**src/rtl/seven_seg_rx_if.sv**
```systemverilog
// Bundle of the seven-segment bus and the decoded-frame outputs of seven_seg_rx.
// The display side drives seg_in (master); the decoder consumes it (slave).
interface seven_seg_rx_if;
  logic [7:0] seg_in;
  logic [7:0] value;
  logic       value_valid;
  logic       err;
  logic       stale;

  modport master (
    output seg_in,
    input  value,
    input  value_valid,
    input  err,
    input  stale
  );

  modport slave (
    input  seg_in,
    output value,
    output value_valid,
    output err,
    output stale
  );
endinterface

```
**src/rtl/seven_seg_rx.sv**
```systemverilog
// Decodes the two-digit multiplexed seven-segment bus back into an 8-bit value,
// with settle filtering, illegal-pattern reporting and a stale-bus timeout.
module seven_seg_rx #(
  parameter int SETTLE_CYCLES  = 4,
  parameter int TIMEOUT_CYCLES = 4096
) (
  input  logic          CLK,
  input  logic          RST,
  seven_seg_rx_if.slave bus
);

  localparam int              TW        = $clog2(TIMEOUT_CYCLES + 1);
  localparam logic [7:0]      SETTLE_L  = 8'(SETTLE_CYCLES);
  localparam logic [TW-1:0]   TIMEOUT_L = TW'(TIMEOUT_CYCLES);

  typedef enum logic {
    WAIT_MSB = 1'b0,
    WAIT_LSB = 1'b1
  } state_t;

  logic [7:0]    s1_q, s1_d;
  logic [7:0]    s2_q, s2_d;
  logic [7:0]    stab_cnt_q, stab_cnt_d;
  logic          armed_q, armed_d;
  state_t        state_q, state_d;
  logic [3:0]    msb_q, msb_d;
  logic [7:0]    value_q, value_d;
  logic          value_valid_q, value_valid_d;
  logic          err_q, err_d;
  logic [TW-1:0] tmo_cnt_q, tmo_cnt_d;

  logic          capture;
  logic          publish;
  logic [4:0]    dec;
  logic          dec_legal;
  logic [3:0]    dec_nib;
  logic          dig_lsb;

  function automatic logic [7:0] sat_inc_settle(input logic [7:0] v);
    return (v >= SETTLE_L) ? SETTLE_L : v + 8'd1;
  endfunction

  function automatic logic [TW-1:0] sat_inc_tmo(input logic [TW-1:0] v);
    return (v >= TIMEOUT_L) ? TIMEOUT_L : v + TW'(1);
  endfunction

  // Returns {legal, nibble} for a lit-high segment pattern (bit0 = a .. bit6 = g).
  function automatic logic [4:0] decode_seg(input logic [6:0] p);
    logic [4:0] r;
    case (p)
      7'h3F:   r = {1'b1, 4'h0};
      7'h06:   r = {1'b1, 4'h1};
      7'h5B:   r = {1'b1, 4'h2};
      7'h4F:   r = {1'b1, 4'h3};
      7'h66:   r = {1'b1, 4'h4};
      7'h6D:   r = {1'b1, 4'h5};
      7'h7D:   r = {1'b1, 4'h6};
      7'h07:   r = {1'b1, 4'h7};
      7'h7F:   r = {1'b1, 4'h8};
      7'h6F:   r = {1'b1, 4'h9};
      7'h77:   r = {1'b1, 4'hA};
      7'h7C:   r = {1'b1, 4'hB};
      7'h39:   r = {1'b1, 4'hC};
      7'h5E:   r = {1'b1, 4'hD};
      7'h79:   r = {1'b1, 4'hE};
      7'h71:   r = {1'b1, 4'hF};
      default: r = {1'b0, 4'h0};
    endcase
    return r;
  endfunction

  // Input synchronizer and settle filter: one capture per stable period of s2.
  always_comb begin
    s1_d       = bus.seg_in;
    s2_d       = s1_q;
    stab_cnt_d = sat_inc_settle(stab_cnt_q);
    armed_d    = armed_q;
    capture    = 1'b0;
    if (s1_q != s2_q) begin
      stab_cnt_d = 8'd0;
      armed_d    = 1'b1;
    end else if (armed_q && (stab_cnt_d == SETTLE_L)) begin
      capture = 1'b1;
      armed_d = 1'b0;
    end
  end

  assign dec       = decode_seg(~s2_q[6:0]);
  assign dec_legal = dec[4];
  assign dec_nib   = dec[3:0];
  assign dig_lsb   = s2_q[7];

  // Frame assembly: an illegal capture always aborts the pending frame.
  always_comb begin
    state_d       = state_q;
    msb_d         = msb_q;
    value_d       = value_q;
    value_valid_d = 1'b0;
    err_d         = 1'b0;
    publish       = 1'b0;
    if (capture) begin
      if (!dec_legal) begin
        err_d   = 1'b1;
        msb_d   = 4'h0;
        state_d = WAIT_MSB;
      end else begin
        case (state_q)
          WAIT_MSB: begin
            if (!dig_lsb) begin
              msb_d   = dec_nib;
              state_d = WAIT_LSB;
            end
          end
          WAIT_LSB: begin
            if (!dig_lsb) begin
              msb_d = dec_nib;
            end else begin
              value_d       = {msb_q, dec_nib};
              value_valid_d = 1'b1;
              publish       = 1'b1;
              state_d       = WAIT_MSB;
            end
          end
          default: state_d = WAIT_MSB;
        endcase
      end
    end
    tmo_cnt_d = publish ? '0 : sat_inc_tmo(tmo_cnt_q);
  end

  always_ff @(posedge CLK) begin
    if (RST) begin
      s1_q          <= 8'h00;
      s2_q          <= 8'h00;
      stab_cnt_q    <= 8'd0;
      armed_q       <= 1'b0;
      state_q       <= WAIT_MSB;
      msb_q         <= 4'h0;
      value_q       <= 8'h00;
      value_valid_q <= 1'b0;
      err_q         <= 1'b0;
      tmo_cnt_q     <= '0;
    end else begin
      s1_q          <= s1_d;
      s2_q          <= s2_d;
      stab_cnt_q    <= stab_cnt_d;
      armed_q       <= armed_d;
      state_q       <= state_d;
      msb_q         <= msb_d;
      value_q       <= value_d;
      value_valid_q <= value_valid_d;
      err_q         <= err_d;
      tmo_cnt_q     <= tmo_cnt_d;
    end
  end

  assign bus.value       = value_q;
  assign bus.value_valid = value_valid_q;
  assign bus.err         = err_q;
  assign bus.stale       = (tmo_cnt_q == TIMEOUT_L);

endmodule

```
**src/flat_wrapper.sv**
```systemverilog
// flat-port wrapper written by rule: the top's interface ports become plain ports
module seven_seg_rx_flat 
#(
  parameter int SETTLE_CYCLES  = 4,
  parameter int TIMEOUT_CYCLES = 4096
)
  (CLK, RST, bus_seg_in, bus_value, bus_value_valid, bus_err, bus_stale);
  seven_seg_rx_if bus_i ();
  input  logic CLK;
  input  logic RST;
  input wire logic [$bits(bus_i.seg_in)-1:0] bus_seg_in;
  output wire logic [$bits(bus_i.value)-1:0] bus_value;
  output wire logic [$bits(bus_i.value_valid)-1:0] bus_value_valid;
  output wire logic [$bits(bus_i.err)-1:0] bus_err;
  output wire logic [$bits(bus_i.stale)-1:0] bus_stale;
  assign bus_i.seg_in = bus_seg_in;
  assign bus_value = bus_i.value;
  assign bus_value_valid = bus_i.value_valid;
  assign bus_err = bus_i.err;
  assign bus_stale = bus_i.stale;
  seven_seg_rx #(.SETTLE_CYCLES(SETTLE_CYCLES), .TIMEOUT_CYCLES(TIMEOUT_CYCLES)) u_core (.CLK(CLK), .RST(RST), .bus(bus_i));
endmodule
```
**config.mk**
```make
export PLATFORM = sky130hd
export DESIGN_NAME = seven_seg_rx_flat
export DESIGN_NICKNAME = d
export VERILOG_FILES = /design/src/rtl/seven_seg_rx_if.sv /design/src/rtl/seven_seg_rx.sv /design/src/flat_wrapper.sv
export SDC_FILE = /design/constraint.sdc
export NUM_CORES = 1
export LEC_CHECK = 0
export BUFFER_PORTS_ARGS = -buffer_cell sky130_fd_sc_hd__buf_2
export CORE_MARGIN = 1.5
export CORE_UTILIZATION = 55
export DETAILED_ROUTE_END_ITERATION = 10
export GPL_TIMING_DRIVEN = 0
export PLACE_DENSITY = 0.75
export SYNTH_ARGS = -nofsm -noshare
export SYNTH_HDL_FRONTEND = slang
export SYNTH_SLANG_ARGS = --single-unit
```
**constraint.sdc**
```tcl
create_clock -name CLK -period 3.97 [get_ports CLK]
set_input_delay 0.1985 -clock CLK [delete_from_list [all_inputs] [get_ports CLK]]
set_output_delay 0.1985 -clock CLK [all_outputs]
set_load 0.02 [all_outputs]
```
# [After elaboration in Yosys (flattened, before gate mapping)]
# Index checks and enable logic that the tools add are counted.
[word_totals] ff_bits=53 input_bits=10 output_inout_bits=11 wordCells=61
[classes] add_sub_neg=2 magnitude_cmp=2 eq_ne=20 n_mux=16 bitwise_logic=2 n_reduce_logical=8
[ops] cell="$eq A7 B7 Y1 const B" n=12
[ops] cell="$pmux W5 S16" n=1
[ops] cell="$eq A7 B3 Y1 const B" n=2
[ops] cell="$eq A7 B6 Y1 const B" n=2
[ops] cell="$add A13 B1 Y13 const B" n=1
[ops] cell="$eq A13 B13 Y1 const B" n=1
[ops] cell="$ge A13 B13 Y1 const B" n=1
[ops] cell="$mux W13" n=1
[ops] cell="$mux W1" n=11
[ops] cell="$add A8 B1 Y8 const B" n=1
[ops] cell="$eq A8 B3 Y1 const B" n=1
[ops] cell="$ge A8 B3 Y1 const B" n=1
[ops] cell="$mux W4" n=2
[ops] cell="$mux W8" n=1
[ops] cell="$ne A8 B8 Y1" n=1
[ops] cell="$not A7 Y7" n=1
[ops] cell="$reduce_or A2 Y1" n=3
[ops] cell="$reduce_and A4 Y1" n=1
[ops] cell="$reduce_or A3 Y1" n=1
[ops] cell="$ne A2 B2 Y1 const B" n=1
[ops] cell="$reduce_and A2 Y1" n=1
[ops] cell="$reduce_bool A2 Y1" n=1
[ops] cell="$logic_and A1 B1 Y1" n=1
[ops] cell="$not A1 Y1" n=1

# [Logic depth before layout (Yosys ltp)]
[depth] ltp_word=8 ltp_mapped=10

# [Worst setup path before layout]
# Ideal clock, no wire load.
[synth_path] path_kind="register -> register" from="register u_core.stab_cnt_q[0]" to="register u_core.value_q[2] (netlist: u_core.bus.value[2])" setup_time_ns=0.128 arrival_ns=1.858 path_slack_ns=1.984 stages_incl_launch_ff=11 n_path_buf=2 synth_period_minus_slack_ns=1.986 path_cell_list="dfxtp_1 > inv_1 > ha_1 > nand3b_1 > a41oi_1 > nand4_1 > a31o_1 > buf_6 > buf_6 > a21oi_1 > nor2_1"
[synth_between] elab_chain_cells=7 elab_cells_between_ends=8 classes_between="add/sub (1); order compare (1); eq/ne (1); mux (3); reduce/logical (2)"
[synth_lines] item="start: declaration" line="seven_seg_rx.sv:23" rtl="logic [7:0] stab_cnt_q, stab_cnt_d;"
[synth_lines] item="start signal: assignment" line="seven_seg_rx.sv:146" rtl="stab_cnt_q <= stab_cnt_d;"
[synth_lines] item="$add A8 B1 Y8 / $ge A8 B3 Y1 (equally long branches)" line="seven_seg_rx.sv:40" rtl="return (v >= SETTLE_L) ? SETTLE_L : v + 8'd1;"
[synth_lines] item="$mux W8 *" line="seven_seg_rx.sv:40"
[synth_lines] item="$eq A8 B3 Y1 *" line="seven_seg_rx.sv:82" rtl="end else if (armed_q && (stab_cnt_d == SETTLE_L)) begin"
[synth_lines] item="$logic_and A1 B1 Y1 *" line="seven_seg_rx.sv:82"
[synth_lines] item="$mux W1 *" line="seven_seg_rx.sv:82"
[synth_lines] item="$mux W1 *" line="seven_seg_rx.sv:79" rtl="if (s1_q != s2_q) begin"
[synth_lines] item="$reduce_and A4 Y1 (no line) *"
[synth_lines] item="end signal: assignment" line="seven_seg_rx.sv:150" rtl="value_q <= value_d;"
[synth_lines] item="end: declaration" line="seven_seg_rx.sv:27" rtl="logic [7:0] value_q, value_d;"
# Mark *: on every way between the ends. The rest lies on a longest branch, timed or not.
# A chain may end at the register's enable or synchronous reset.

# [Final worst setup path]
# Same ends and word-level chain as after synthesis.

==> results.md <==
- The cell type group with the largest total delay on the critical path is compound AO/OA/AOI/OAI gates.
- The number of antenna diodes in the final layout is 0.
- In this run the power density over the cells is around 380 nW/µm².
- Summed over all cells, the static leakage comes to 1.14 nW.
- The peak fanout along the critical path is 10.
- Pin placement for this block handled 21 I/O pins.
- The routed wire length is around 4100 µm.
- The largest total area in the synthesized netlist belongs to sky130_fd_sc_hd__dfxtp_1.
- STA classifies the critical path endpoint as a flip-flop.
- The average via count per standard cell is between 5 and 6.
- The run finished with clean final reports.
- The number of placement rows is 23.
- The number of global-route vias before repair was approximately 1600.
- The worst setup path is of the reg2reg kind.
- The first global-routing pass estimated between 7000 and 8000 µm of wire.
- The clock transition at the registers of the reported paths is around 0.090 ns.
- The die is a little under 70 µm tall.
- The cell that appears most often on the critical path is sky130_fd_sc_hd__buf_6.
- The final count of pins violating max slew is 0.
- Setup repair after global routing left no endpoint under its margin.
- The first detailed-routing pass took 4 iterations.
- The internal power of the cells totals approximately 740 µW.
- The required arrival time at the worst endpoint is 4.16 ns.
- In the layout the commonest cells are 53 x sky130_fd_sc_hd__dfxtp_1, 26 x sky130_fd_sc_hd__nor2_1, 23 x sky130_fd_sc_hd__buf_2, 17 x sky130_fd_sc_hd__nor2b_1, 15 x sky130_fd_sc_hd__xor2_1.
- The sequential area share after synthesis is between 40% and 50%.
- The synthesized area divided by synthesized cell count is between 9 and 10 µm².
- Across the routed clock network, the largest skew measured is about 0.0063 ns.
- For the worst flop-to-flop path, the logic depth is 10.
- The total net switching power is 227 µW.
- The peak supply drop is between 0.3 and 0.4 mV.
- Of the available clock period, the critical path in the final layout requires between 50% and 60%.
- At the worst endpoint, the arrival time is about 2.4 ns.
- The area of the core region is between 4000 and 5000 µm².
- The clock reaches the later pin of the worst-skew pair after 0.31 ns.
- The maximum clock insertion buffer count is 2.
- The number of buffers inserted for hold repair after clock tree synthesis is 0.
- The final weighted congestion of routability-driven global placement is between 0.9 and 1.
- The detailed-route via count is 1750.
- The final total negative setup slack is 0 ns.
- The share of total power dissipated in the clock network is ~35%.
- The number of warnings reported in the yosys synthesis log is 0.
- The CTS tree is done.
- Synthesis instantiated a little over 50 different standard cells from the library.
- The root buffer cell chosen for the clock tree is sky130_fd_sc_hd__clkbuf_8.
- For this run, design rule violations remaining after detail routing come to 0.
- Counting flops with an async set or reset pin after synthesis yields a share of 0%.
- The horizontal extent of the die is between 60 and 70 µm.
- Cells fill a little under two thirds of the core in the end.
- The number of antenna violations at the first check in global routing was 0.
- The gate count after technology mapping is around 240.
- The critical path goes through inv_1 -> ha_1 -> nand3b_1 -> a41oi_1 -> nand4_1 -> a31o_1 -> buf_6 -> buf_6 -> a21oi_1 -> nor2_1.
- On the worst path, the slowest cell contributes a delay of 0.37 ns.
- Across the run, the number of max-cap violations was 0.
- Registers are responsible for 57.4% of the overall power.
- The maximum level of the CTS H-tree is 2.
- Yosys mapped a number of flops with a built-in enable equal to 0.
- The ratio of cells with drive above 1 in the final layout is approximately 15%.
- Detailed placement ended at an HPWL of between 2000 and 3000 µm.
- Buffers placed on the I/O ports in this run total 19.
- Counting every sink on the clock net gives 53.
- The initial detailed-routing violation count is 88.
- Net switching is between 20% and 30% of the power.
- Together, buffers and inverters on the worst path number 3.
- The pre-CTS setup slack is between 1.5 and 2 ns.
- The residual antenna-violating net count after detailed routing is 0.
- The slowest stage cell on the critical path is sky130_fd_sc_hd__dfxtp_1.
- Global routing consumed, over all layers together, 20.8% of the routing resources.
- The element type at the critical path start is a flip-flop.
- The share of total power dissipated in combinational logic is 7.9%.
- The top cell type's share of synthesized area is between 40% and 50%.
- The most common flop cell mapped by yosys is sky130_fd_sc_hd__dfxtp_1.
- The maximum frequency from static timing analysis is between 400 and 500 MHz.
- The number of resized instances in the post-cts repair step is 0.
- The die covers 4540 µm².
- The count of endpoints failing hold in the final timing report is 0.
- The number of clock buffers added by TritonCTS is 5.
- The number of setup buffers added after CTS is 0.
- The number of cells on the worst hold path is 2.
- The count of final setup violators is 0.
- Sorting the synthesized cells by area gives the leading types as sky130_fd_sc_hd__dfxtp_1 46%, sky130_fd_sc_hd__xor2_1 5.8%, sky130_fd_sc_hd__nor2b_1 4.7%.
- The final critical delay including setup and external delays is 2.21 ns.
- The maximum number of pins on one net before global-route repair is 17.
- In this run the cell area of the synthesized design comes to 2280 µm².
- After the last flow step, the layout net total stands at about 290.
- The worst min-delay path category is in2reg.
- For this run the aggregate overflow at the end of global routing stands at 0.
- The starting utilization of the core area is a little under three fifths.
- The mean routed wirelength per cell is about 13 µm.
- The critical path crosses 10 cells after its start point.
- The synthesis-stage register bit count is between 50 and 60.
- The area growth from synthesis to layout is 12.2%.
- After filler insertion, the fill cell instance count of the layout stands at around 340.
- The commonest non-fill, non-tap cell in the layout is sky130_fd_sc_hd__dfxtp_1.
- The multi-input combinational cells in the finished layout cover a total of ~1100 µm².
- The sequential standard cell area is between 1000 and 1500 µm².
- Setup slack on the critical path of the routed design comes to approximately 1.8 ns.
## cell families after synthesis
kind of cell               Yosys count  synth area share [%]
other                                1                 0.164
DFF                                 53                  46.5
adders and majority gates            4                  2.19
and+or+nand+nor                    106                  26.9
AOI/OAI and AO/OA                   33                  9.70
xor gates and xnor gates            19                  7.29
muxes                                5                  2.25
buffers and inverters               22                  4.99
## synth_stat cells, drive strengths merged, types with 2 or more instances
cell / count
a211oi: 2
a21o: 2
a21oi: 6
a22oi: 2
a31oi: 2
and3: 13
buf: 8
clkbuf: 4
dfxtp: 53
ha: 4
inv: 10
mux2i: 4
nand2: 10
nand2b: 5
nand3: 7
nand3b: 6
nand4: 2
nor2: 26
nor2b: 17
nor3: 4
nor3b: 3
nor4: 3
nor4b: 2
o21ai: 7
o21bai: 3
o22ai: 3
o31a: 2
xnor2: 4
xor2: 15
## layer usage
metal	share of wire, %	up-vias	track usage, %
li1	-	891	-
met1	47	812	26.3
met2	47	38	33.4
met3	4.2	9	5.17
met4	1.8	0	9.44
met5	0	-	0
## worst paths after layout
path	start	to	slack, ns
setup / recovery	u_core.stab_cnt_q[0]$_SDFF_PP0_	u_core.bus.value[2]$_SDFFE_PP0P_	1.76
hold / removal	bus_seg_in[4]	u_core.s1_q[4]$_SDFF_PP0_	0.09
setup reg to reg	u_core.stab_cnt_q[0]$_SDFF_PP0_	u_core.bus.value[2]$_SDFFE_PP0P_	1.76
hold reg to reg	u_core.state_q$_SDFFE_PP0P_	u_core.state_q$_SDFFE_PP0P_	0.46
## power by group through the flow
| stage | registers, mW | logic, mW | clock network, mW |
|---|---|---|---|
| detailed placement | 0.569 | 0.0766 | 0 |
| floorplan | 0.566 | 0.0595 | 0 |
| global placement | 0.568 | 0.0751 | 0 |
| finish | 0.556 | 0.0769 | 0.335 |
| global route | 0.558 | 0.0870 | 0.364 |
| CTS | 0.556 | 0.0770 | 0.344 |
## per-stage QoR
stage          power, mW  hold WS (ns)  cells  instance area [µm²]
4_1_cts            0.977        0.0850    324                 2560
3_3_place_gp       0.643         0.405    316                 2450
5_1_grt             1.01        0.0970    324                 2560
3_5_place_dp       0.645         0.411    316                 2450
6_report           0.968        0.0902    324                 2560
2_1_floorplan      0.626         0.327    247                 2300
## state kept, by name (all words and copies together) (netlist names)
name / cells
u_core.armed_q: 1
u_core.bus.err: 1
u_core.bus.value: 8
u_core.bus.value_valid: 1
u_core.msb_q: 4
u_core.s1_q: 8
u_core.s2_q: 8
u_core.stab_cnt_q: 8
u_core.state_q: 1
u_core.tmo_cnt_q: 13
## layout make-up
type / instances / area share [%]
Inverter: 10 / 1.47
Clock inverter: 1 / 0.342
Buffer: 12 / 2.98
Multi-Input combinational cell: 172 / 43.8
Sequential cell: 53 / 41.4
Clock buffer: 7 / 3.76
Timing Repair Buffer: 19 / 3.71
Tap cell: 50 / 2.44
(Power assumes the default switching activity.)
